$ cat config.mk
export PLATFORM = sky130hd
export DESIGN_NAME = o_user_encoder_emu_flat
export DESIGN_NICKNAME = d
export VERILOG_FILES = /design/src/rtl/o_user_encoder_emu_pkg.sv /design/src/rtl/o_user_encoder_emu_if.sv /design/src/rtl/o_user_encoder_emu_step_timer.sv /design/src/rtl/o_user_encoder_emu.sv /design/src/flat_wrapper.sv
export SDC_FILE = /design/constraint.sdc
export NUM_CORES = 1
export LEC_CHECK = 0
export CORE_MARGIN = 5
export CORE_UTILIZATION = 52
export DETAILED_ROUTE_END_ITERATION = 8
export PLACE_DENSITY = 0.79
export SLEW_MARGIN = 5
export SYNTH_ARGS = -nofsm -noshare
export SYNTH_HDL_FRONTEND = slang
export SYNTH_HIERARCHICAL = 1
export SYNTH_SLANG_ARGS = --single-unit
$ cat constraint.sdc
create_clock -name clk -period 6.5 [get_ports clk]
set_clock_uncertainty 0.05 [all_clocks]
set_input_delay 1.3 -clock clk [delete_from_list [all_inputs] [get_ports clk]]
set_output_delay 1.3 -clock clk [all_outputs]
set_load 0.05 [all_outputs]
$ cat src/rtl/o_user_encoder_emu_pkg.sv
// Shared types and helpers for the quadrature encoder emulator.
// Latency: n/a (types, constants and a pure function only).
// Backpressure: n/a.
package o_user_encoder_emu_pkg;

  typedef enum logic {
    IDLE = 1'b0,
    RUN  = 1'b1
  } state_t;

  localparam logic DIR_FWD = 1'b1;  // A leads B, position counts up
  localparam logic DIR_REV = 1'b0;  // B leads A, position counts down

  localparam int STEP_W_DEF   = 24;
  localparam int PERIOD_W_DEF = 20;
  localparam int POS_W_DEF    = 32;

  // Gray sequence over one quadrature cycle, returned as {A, B}.
  function automatic logic [1:0] phase_to_ab(input logic [1:0] phase);
    logic [1:0] ab;
    case (phase)
      2'd0:    ab = 2'b00;
      2'd1:    ab = 2'b10;
      2'd2:    ab = 2'b11;
      default: ab = 2'b01;
    endcase
    return ab;
  endfunction

endpackage

$ cat src/rtl/o_user_encoder_emu_if.sv
// Command and encoder-output bundle between a move issuer and the emulator.
// Latency: n/a (wires only).
// Backpressure: cmd_vld/cmd_rdy handshake; cmd_rdy low while a move runs.
// Signals: cmd_vld/cmd_rdy/cmd_steps/cmd_dir/cmd_period and abort from the
// master; enc_a/enc_b/enc_z, busy, done and signed pos from the emulator.
interface o_user_encoder_emu_if
  import o_user_encoder_emu_pkg::*;
#(
  parameter int STEP_W   = STEP_W_DEF,
  parameter int PERIOD_W = PERIOD_W_DEF,
  parameter int POS_W    = POS_W_DEF
);
  logic                cmd_vld;
  logic                cmd_rdy;
  logic [STEP_W-1:0]   cmd_steps;
  logic                cmd_dir;
  logic [PERIOD_W-1:0] cmd_period;
  logic                abort;
  logic                enc_a;
  logic                enc_b;
  logic                enc_z;
  logic                busy;
  logic                done;
  logic [POS_W-1:0]    pos;

  modport master (
    output cmd_vld, cmd_steps, cmd_dir, cmd_period, abort,
    input  cmd_rdy, enc_a, enc_b, enc_z, busy, done, pos
  );

  modport slave (
    input  cmd_vld, cmd_steps, cmd_dir, cmd_period, abort,
    output cmd_rdy, enc_a, enc_b, enc_z, busy, done, pos
  );
endinterface

$ cat src/rtl/o_user_encoder_emu_step_timer.sv
// Edge-rate divider: loadable down-counter that ticks once every `period` clocks.
// Latency: tick is combinational from the count register (count == 1).
// Backpressure: none; counts only while en is high, clear/rst force it to 0.
// Ports: clk, rst, clear, load + load_val (first interval), en, period
// (reload interval), tick.
module o_user_encoder_emu_step_timer #(
  parameter int PERIOD_W = 20
) (
  input  logic                clk,
  input  logic                rst,
  input  logic                clear,
  input  logic                load,
  input  logic [PERIOD_W-1:0] load_val,
  input  logic                en,
  input  logic [PERIOD_W-1:0] period,
  output logic                tick
);
  logic [PERIOD_W-1:0] cnt;

  assign tick = en && (cnt == PERIOD_W'(1));

  always_ff @(posedge clk) begin
    if (rst || clear) begin
      cnt <= '0;
    end else if (load) begin
      cnt <= load_val;
    end else if (en) begin
      cnt <= (cnt == PERIOD_W'(1)) ? period : cnt - 1'b1;
    end
  end
endmodule

$ cat src/rtl/o_user_encoder_emu.sv
// Quadrature encoder emulator: emits Gray-coded A/B, Z index and a signed position per move command.
// Latency: first edge visible period clocks after the accept cycle (period 1 => with BUSY rise).
// Backpressure: cmd_rdy only in IDLE (also the DONE cycle of the last edge); abort ends a move.
// Ports: clk, rst (synchronous, active-high), bus (slave side of o_user_encoder_emu_if).
module o_user_encoder_emu
  import o_user_encoder_emu_pkg::*;
#(
  parameter int CPR      = 4096,
  parameter int Z_INDEX  = 2,
  parameter int STEP_W   = STEP_W_DEF,
  parameter int PERIOD_W = PERIOD_W_DEF,
  parameter int POS_W    = POS_W_DEF
) (
  input  logic                  clk,
  input  logic                  rst,
  o_user_encoder_emu_if.slave   bus
);
  localparam int            RW      = $clog2(CPR);
  localparam logic [RW-1:0] REV_MAX = RW'(CPR - 1);
  localparam logic [RW-1:0] Z_POS   = RW'(Z_INDEX);

  state_t              state;
  logic [RW-1:0]       rev_pos;
  logic [STEP_W-1:0]   remaining;
  logic                dir_q;
  logic [PERIOD_W-1:0] period_q;
  logic                enc_a_q, enc_b_q, enc_z_q, busy_q, done_q, rdy_q;
  logic [POS_W-1:0]    pos_q;

  logic                accept, step_dir, do_step, tick, run_step, last_step;
  logic                steps_zero, period_one;
  logic [PERIOD_W-1:0] p_eff, load_val;
  logic [RW-1:0]       next_rev;
  logic [POS_W-1:0]    next_pos;

  assign bus.cmd_rdy = rdy_q;
  assign bus.enc_a   = enc_a_q;
  assign bus.enc_b   = enc_b_q;
  assign bus.enc_z   = enc_z_q;
  assign bus.busy    = busy_q;
  assign bus.done    = done_q;
  assign bus.pos     = pos_q;

  always_comb begin
    accept     = (state == IDLE) && bus.cmd_vld;
    steps_zero = (bus.cmd_steps == '0);
    p_eff      = (bus.cmd_period == '0) ? PERIOD_W'(1) : bus.cmd_period;
    period_one = (p_eff == PERIOD_W'(1));
    // With period 1 the first edge lands on the accept edge itself, so the
    // timer starts one interval ahead; otherwise it covers period-1 clocks.
    load_val   = period_one ? PERIOD_W'(1) : p_eff - 1'b1;
    run_step   = (state == RUN) && !bus.abort && tick;
    last_step  = run_step && (remaining == STEP_W'(1));
    do_step    = run_step || (accept && !steps_zero && period_one);
    step_dir   = (state == IDLE) ? bus.cmd_dir : dir_q;
    if (step_dir == DIR_FWD) begin
      next_rev = (rev_pos == REV_MAX) ? '0 : rev_pos + 1'b1;
      next_pos = pos_q + 1'b1;
    end else begin
      next_rev = (rev_pos == '0) ? REV_MAX : rev_pos - 1'b1;
      next_pos = pos_q - 1'b1;
    end
  end

  o_user_encoder_emu_step_timer #(.PERIOD_W(PERIOD_W)) u_timer (
    .clk      (clk),
    .rst      (rst),
    .clear    ((state == RUN) && (bus.abort || last_step)),
    .load     (accept && !steps_zero),
    .load_val (load_val),
    .en       (state == RUN),
    .period   (period_q),
    .tick     (tick)
  );

  always_ff @(posedge clk) begin
    if (rst) begin
      state     <= IDLE;
      rev_pos   <= '0;
      remaining <= '0;
      dir_q     <= DIR_FWD;
      period_q  <= PERIOD_W'(1);
      enc_a_q   <= 1'b0;
      enc_b_q   <= 1'b0;
      enc_z_q   <= 1'b0;
      pos_q     <= '0;
      busy_q    <= 1'b0;
      done_q    <= 1'b0;
      rdy_q     <= 1'b1;
    end else begin
      done_q <= 1'b0;
      if (do_step) begin
        rev_pos            <= next_rev;
        {enc_a_q, enc_b_q} <= phase_to_ab(next_rev[1:0]);
        enc_z_q            <= (next_rev == Z_POS);
        pos_q              <= next_pos;
      end
      case (state)
        IDLE: begin
          if (accept) begin
            dir_q    <= bus.cmd_dir;
            period_q <= p_eff;
            if (steps_zero || (period_one && bus.cmd_steps == STEP_W'(1))) begin
              done_q <= 1'b1;  // nothing left to run after this cycle
            end else begin
              state     <= RUN;
              busy_q    <= 1'b1;
              rdy_q     <= 1'b0;
              remaining <= period_one ? bus.cmd_steps - 1'b1 : bus.cmd_steps;
            end
          end
        end
        RUN: begin
          if (bus.abort || last_step) begin
            state  <= IDLE;
            busy_q <= 1'b0;
            rdy_q  <= 1'b1;
            done_q <= 1'b1;
          end else if (run_step) begin
            remaining <= remaining - 1'b1;
          end
        end
        default: state <= IDLE;
      endcase
    end
  end
endmodule

$ cat src/flat_wrapper.sv
// flat-port wrapper written by rule: the top's interface ports become plain ports
module o_user_encoder_emu_flat import o_user_encoder_emu_pkg::*;
#(
  parameter int CPR      = 4096,
  parameter int Z_INDEX  = 2,
  parameter int STEP_W   = STEP_W_DEF,
  parameter int PERIOD_W = PERIOD_W_DEF,
  parameter int POS_W    = POS_W_DEF
)
  (clk, rst, bus_cmd_vld, bus_cmd_steps, bus_cmd_dir, bus_cmd_period, bus_abort, bus_cmd_rdy, bus_enc_a, bus_enc_b, bus_enc_z, bus_busy, bus_done, bus_pos);
  o_user_encoder_emu_if #(.STEP_W(STEP_W), .PERIOD_W(PERIOD_W), .POS_W(POS_W)) bus_i ();
  input  logic clk;
  input  logic rst;
  input wire logic [$bits(bus_i.cmd_vld)-1:0] bus_cmd_vld;
  input wire logic [$bits(bus_i.cmd_steps)-1:0] bus_cmd_steps;
  input wire logic [$bits(bus_i.cmd_dir)-1:0] bus_cmd_dir;
  input wire logic [$bits(bus_i.cmd_period)-1:0] bus_cmd_period;
  input wire logic [$bits(bus_i.abort)-1:0] bus_abort;
  output wire logic [$bits(bus_i.cmd_rdy)-1:0] bus_cmd_rdy;
  output wire logic [$bits(bus_i.enc_a)-1:0] bus_enc_a;
  output wire logic [$bits(bus_i.enc_b)-1:0] bus_enc_b;
  output wire logic [$bits(bus_i.enc_z)-1:0] bus_enc_z;
  output wire logic [$bits(bus_i.busy)-1:0] bus_busy;
  output wire logic [$bits(bus_i.done)-1:0] bus_done;
  output wire logic [$bits(bus_i.pos)-1:0] bus_pos;
  assign bus_i.cmd_vld = bus_cmd_vld;
  assign bus_i.cmd_steps = bus_cmd_steps;
  assign bus_i.cmd_dir = bus_cmd_dir;
  assign bus_i.cmd_period = bus_cmd_period;
  assign bus_i.abort = bus_abort;
  assign bus_cmd_rdy = bus_i.cmd_rdy;
  assign bus_enc_a = bus_i.enc_a;
  assign bus_enc_b = bus_i.enc_b;
  assign bus_enc_z = bus_i.enc_z;
  assign bus_busy = bus_i.busy;
  assign bus_done = bus_i.done;
  assign bus_pos = bus_i.pos;
  o_user_encoder_emu #(.CPR(CPR), .Z_INDEX(Z_INDEX), .STEP_W(STEP_W), .PERIOD_W(PERIOD_W), .POS_W(POS_W)) u_core (.clk(clk), .rst(rst), .bus(bus_i));
endmodule
==> run summary <==
DRT antenna net count = 0
total routed wirelength = 23.5 mm
Die X = 138 um
synthesis-to-finish area growth = 18.8%
CP endpoint kind = register
Max Fclk = 0.175 GHz
Die Ht = 138 um
Multi-input gate area = 5780 um^2
diodes inserted = 0
r2r setup slk = 1.76 ns
Slew headroom = 23.6%
vias = 8659
arrival time worst endpoint = 6.00 ns
Setup crit start kind = input port
Layout Nets = 1276
Setup violations, final = 0
worst skew pair latency = 0.41 ns
Post-synth EDFFs = 0
maxcap violations = 0
root buffer cell = clkbuf_16
Port Buffers = 86
Hold/Removal Path Class = reg -> reg
clock sinks = 116
post-CTS setup buffer count = 0
layout cells sized above 1 = 5.85%
Layout fillers = 1414
Gate Count Post-Synth = 1137
HPWL after DPL = 15.8 mm
drc violations = 0
FF-to-FF End = u_core/bus.pos[29]
critical path type = in -> reg
Register Area = 2320 um^2
RSZ-0062 raised after global routing = false
sequential element share of the synthesized area = 27.4%
Worst VDD drop = 179 uV
sum of negative setup slack = 0 ns
gr usage total = 24.8%
vias per inst = 6.13
crit path time final = 5.70 ns
Final Hold Fails = 0
hold buffer count at CTS = 0
Synth Cell Area = 8470 um^2
Post-CTS Resized = 0
First-pass DRT Iterations = 5
hold worst-path end = u_core/bus.enc_a
fin cells = 1413
Setup WS post-layout = 0.797 ns
Worst Path Required = 6.79 ns
post-synthesis async set-or-reset flop share = 0%
hold path cells = 2
reg2reg path depth = 11
status = completed
Syn. warnings = 6
first-pass GRT wire length = 38.8 mm
io pins = 87
static leakage = 0.00375 uW
main flop type after synthesis = dfxtp_1
Distinct cells, synth = 86
Hold Startpoint = u_core/bus.enc_a
FP Rows = 46
placer congestion estimate = 0.886
GRT overflow = 0
Inst Count DP = 1382
Slew Viols, Final = 0
Final period util = 87.7%
CTS tree = built
total CTS buffers = 17
H-tree Lvls = 4
power per cell area = 229 nW/um^2
first-iteration detailed-routing DRC count = 851
Clock Pin Slew Worst Setup and Hold Paths = 0.05 ns
antenna violations before repair = 0
clock buffer depth = 2
pre-CTS setup slack = 0.660 ns
largest net degree at the start of global routing = 79
Wirelength per Cell = 16.6 um
syn avg cell area = 7.45 um^2
Slew @ Worst Pin = 1.14 ns
Initial Util = 53.1%
core region area = 15900 um^2
Yosys reg bits = 116
Worst Path Max Fanout = 21
vias in the first global route = 8112
reg-to-reg startpoint = u_core/state
Die ar. = 18900 um^2
Post-Syn Nets = 1228
-- power by group --
part           leakage, uW  switching (uW)  internal [uW]
logic              0.00248             267            184
registers         0.000946            40.7            747
clock network     0.000323             335            735
total              0.00375             642           1670
-- per-stage QoR --
stage / hold slack, ns / power, uW / instance area [um^2] / utilization, %
floorplan: 0.385 / 1120 / 8470 / -
global placement: 0.383 / 1230 / 9400 / 59.0
detailed placement: 0.396 / 1240 / 9400 / 59.0
CTS: 0.404 / 2310 / 10100 / 63.1
global route: 0.426 / 2410 / 10100 / 63.1
finish: 0.399 / 2310 / 10100 / 63.1
-- cells in the final DEF, fill, tap and decap left out, types with 15 or more instances in the layout --
| cell | synthesis | layout |
|---|---|---|
| a211oi_1 | 26 | 26 |
| a21oi_1 | 116 | 116 |
| a31oi_1 | 16 | 16 |
| clkbuf_16 | 0 | 17 |
| clkdlybuf4s50_1 | 0 | 85 |
| dfxtp_1 | 116 | 115 |
| ha_1 | 41 | 41 |
| inv_1 | 22 | 22 |
| nand2_1 | 156 | 156 |
| nand3_1 | 34 | 34 |
| nor2_1 | 94 | 94 |
| nor3_1 | 46 | 46 |
| nor3b_1 | 17 | 17 |
| nor4_1 | 24 | 24 |
| o21ai_0 | 43 | 43 |
| o21ai_1 | 16 | 15 |
| o22ai_1 | 20 | 20 |
| xnor2_1 | 34 | 34 |
| xor2_1 | 38 | 38 |
-- cell usage after synthesis (17+ instances only) --
| cell | instances | area (um^2) |
|---|---|---|
| xor2_1 | 38 | 333 |
| nor3b_1 | 17 | 128 |
| inv_1 | 22 | 82.6 |
| nor2_1 | 94 | 353 |
| nand2_1 | 156 | 586 |
| o21ai_0 | 43 | 215 |
| a21oi_1 | 116 | 581 |
| nand3_1 | 34 | 170 |
| ha_1 | 41 | 513 |
| nor4_1 | 24 | 150 |
| nor3_1 | 46 | 230 |
| a211oi_1 | 26 | 195 |
| xnor2_1 | 34 | 298 |
| clkbuf_1 | 50 | 188 |
| dfxtp_1 | 116 | 2320 |
| o22ai_1 | 20 | 125 |
-- worst max-delay path, cell delays in order --
cell,delay (ns)
clkdlybuf4s50_1,0.45
mux2_2,0.44
inv_1,0.56
ha_1,0.38
a211oi_1,0.35
o21ai_0,0.14
a2111oi_1,1.03
o211ai_1,0.28
a41oi_1,0.33
o21ai_0,0.13
or4b_1,0.49
nand3_1,0.10
-- per-layer routing --
metal	vias up	routed length [um]	GRT usage [%]
li1	4287	-	-
met1	4027	10700	33.1
met2	321	11100	41.0
met3	24	1360	4.05
met4	0	321	7.65
met5	-	0	0
-- flip-flops by register name (all words and copies together) (netlist names) --
| register | cells |
|---|---|
| u_core/bus.pos | 32 |
| u_core/remaining | 24 |
| u_core/period_q | 20 |
| u_core/u_timer/cnt | 20 |
| u_core/rev_pos | 12 |
| u_core/bus.busy | 1 |
| u_core/bus.cmd_rdy | 1 |
| u_core/bus.done | 1 |
| u_core/bus.enc_a | 1 |
| u_core/bus.enc_b | 1 |
| u_core/bus.enc_z | 1 |
| u_core/dir_q | 1 |
| u_core/state | 1 |
-- logic make-up (layout without fill, tap and decap cells) --
logic type               count (synthesis)  in the layout  share of synthesized area, %
AO/OA/AOI/OAI                          329            329                          24.5
flip-flops                             116            116                          27.4
multiplexers                            11             11                          1.34
AND/OR/NAND/NOR                        475            475                          28.4
XOR/XNOR                                72             72                          7.44
buffers and inverters                   92            152                          4.52
adder cells (fa/ha/maj)                 42             42                          6.29
-- worst max-delay path by stage --
stage                      startpoint                 end  depth (start not counted)
final                     bus_cmd_dir  u_core/bus.pos[29]                         12
after global routing      bus_cmd_dir  u_core/bus.pos[29]                         12
after CTS                 bus_cmd_dir  u_core/bus.pos[29]                         12
after detailed placement  bus_cmd_dir  u_core/bus.pos[29]                         12
after global placement    bus_cmd_dir  u_core/bus.pos[29]                         12
after floorplan           bus_cmd_dir  u_core/bus.pos[29]                         12
-- layout make-up --
cell class,count,area share [%]
Clock buffer,21,4.57
Clock inverter,10,2.01
Inverter,24,0.895
Multi-Input combinational cell,929,57.4
Sequential cell,116,23.1
Tap cell,216,2.68
Timing Repair Buffer,97,9.35
Power figures use the tool's default switching activity.
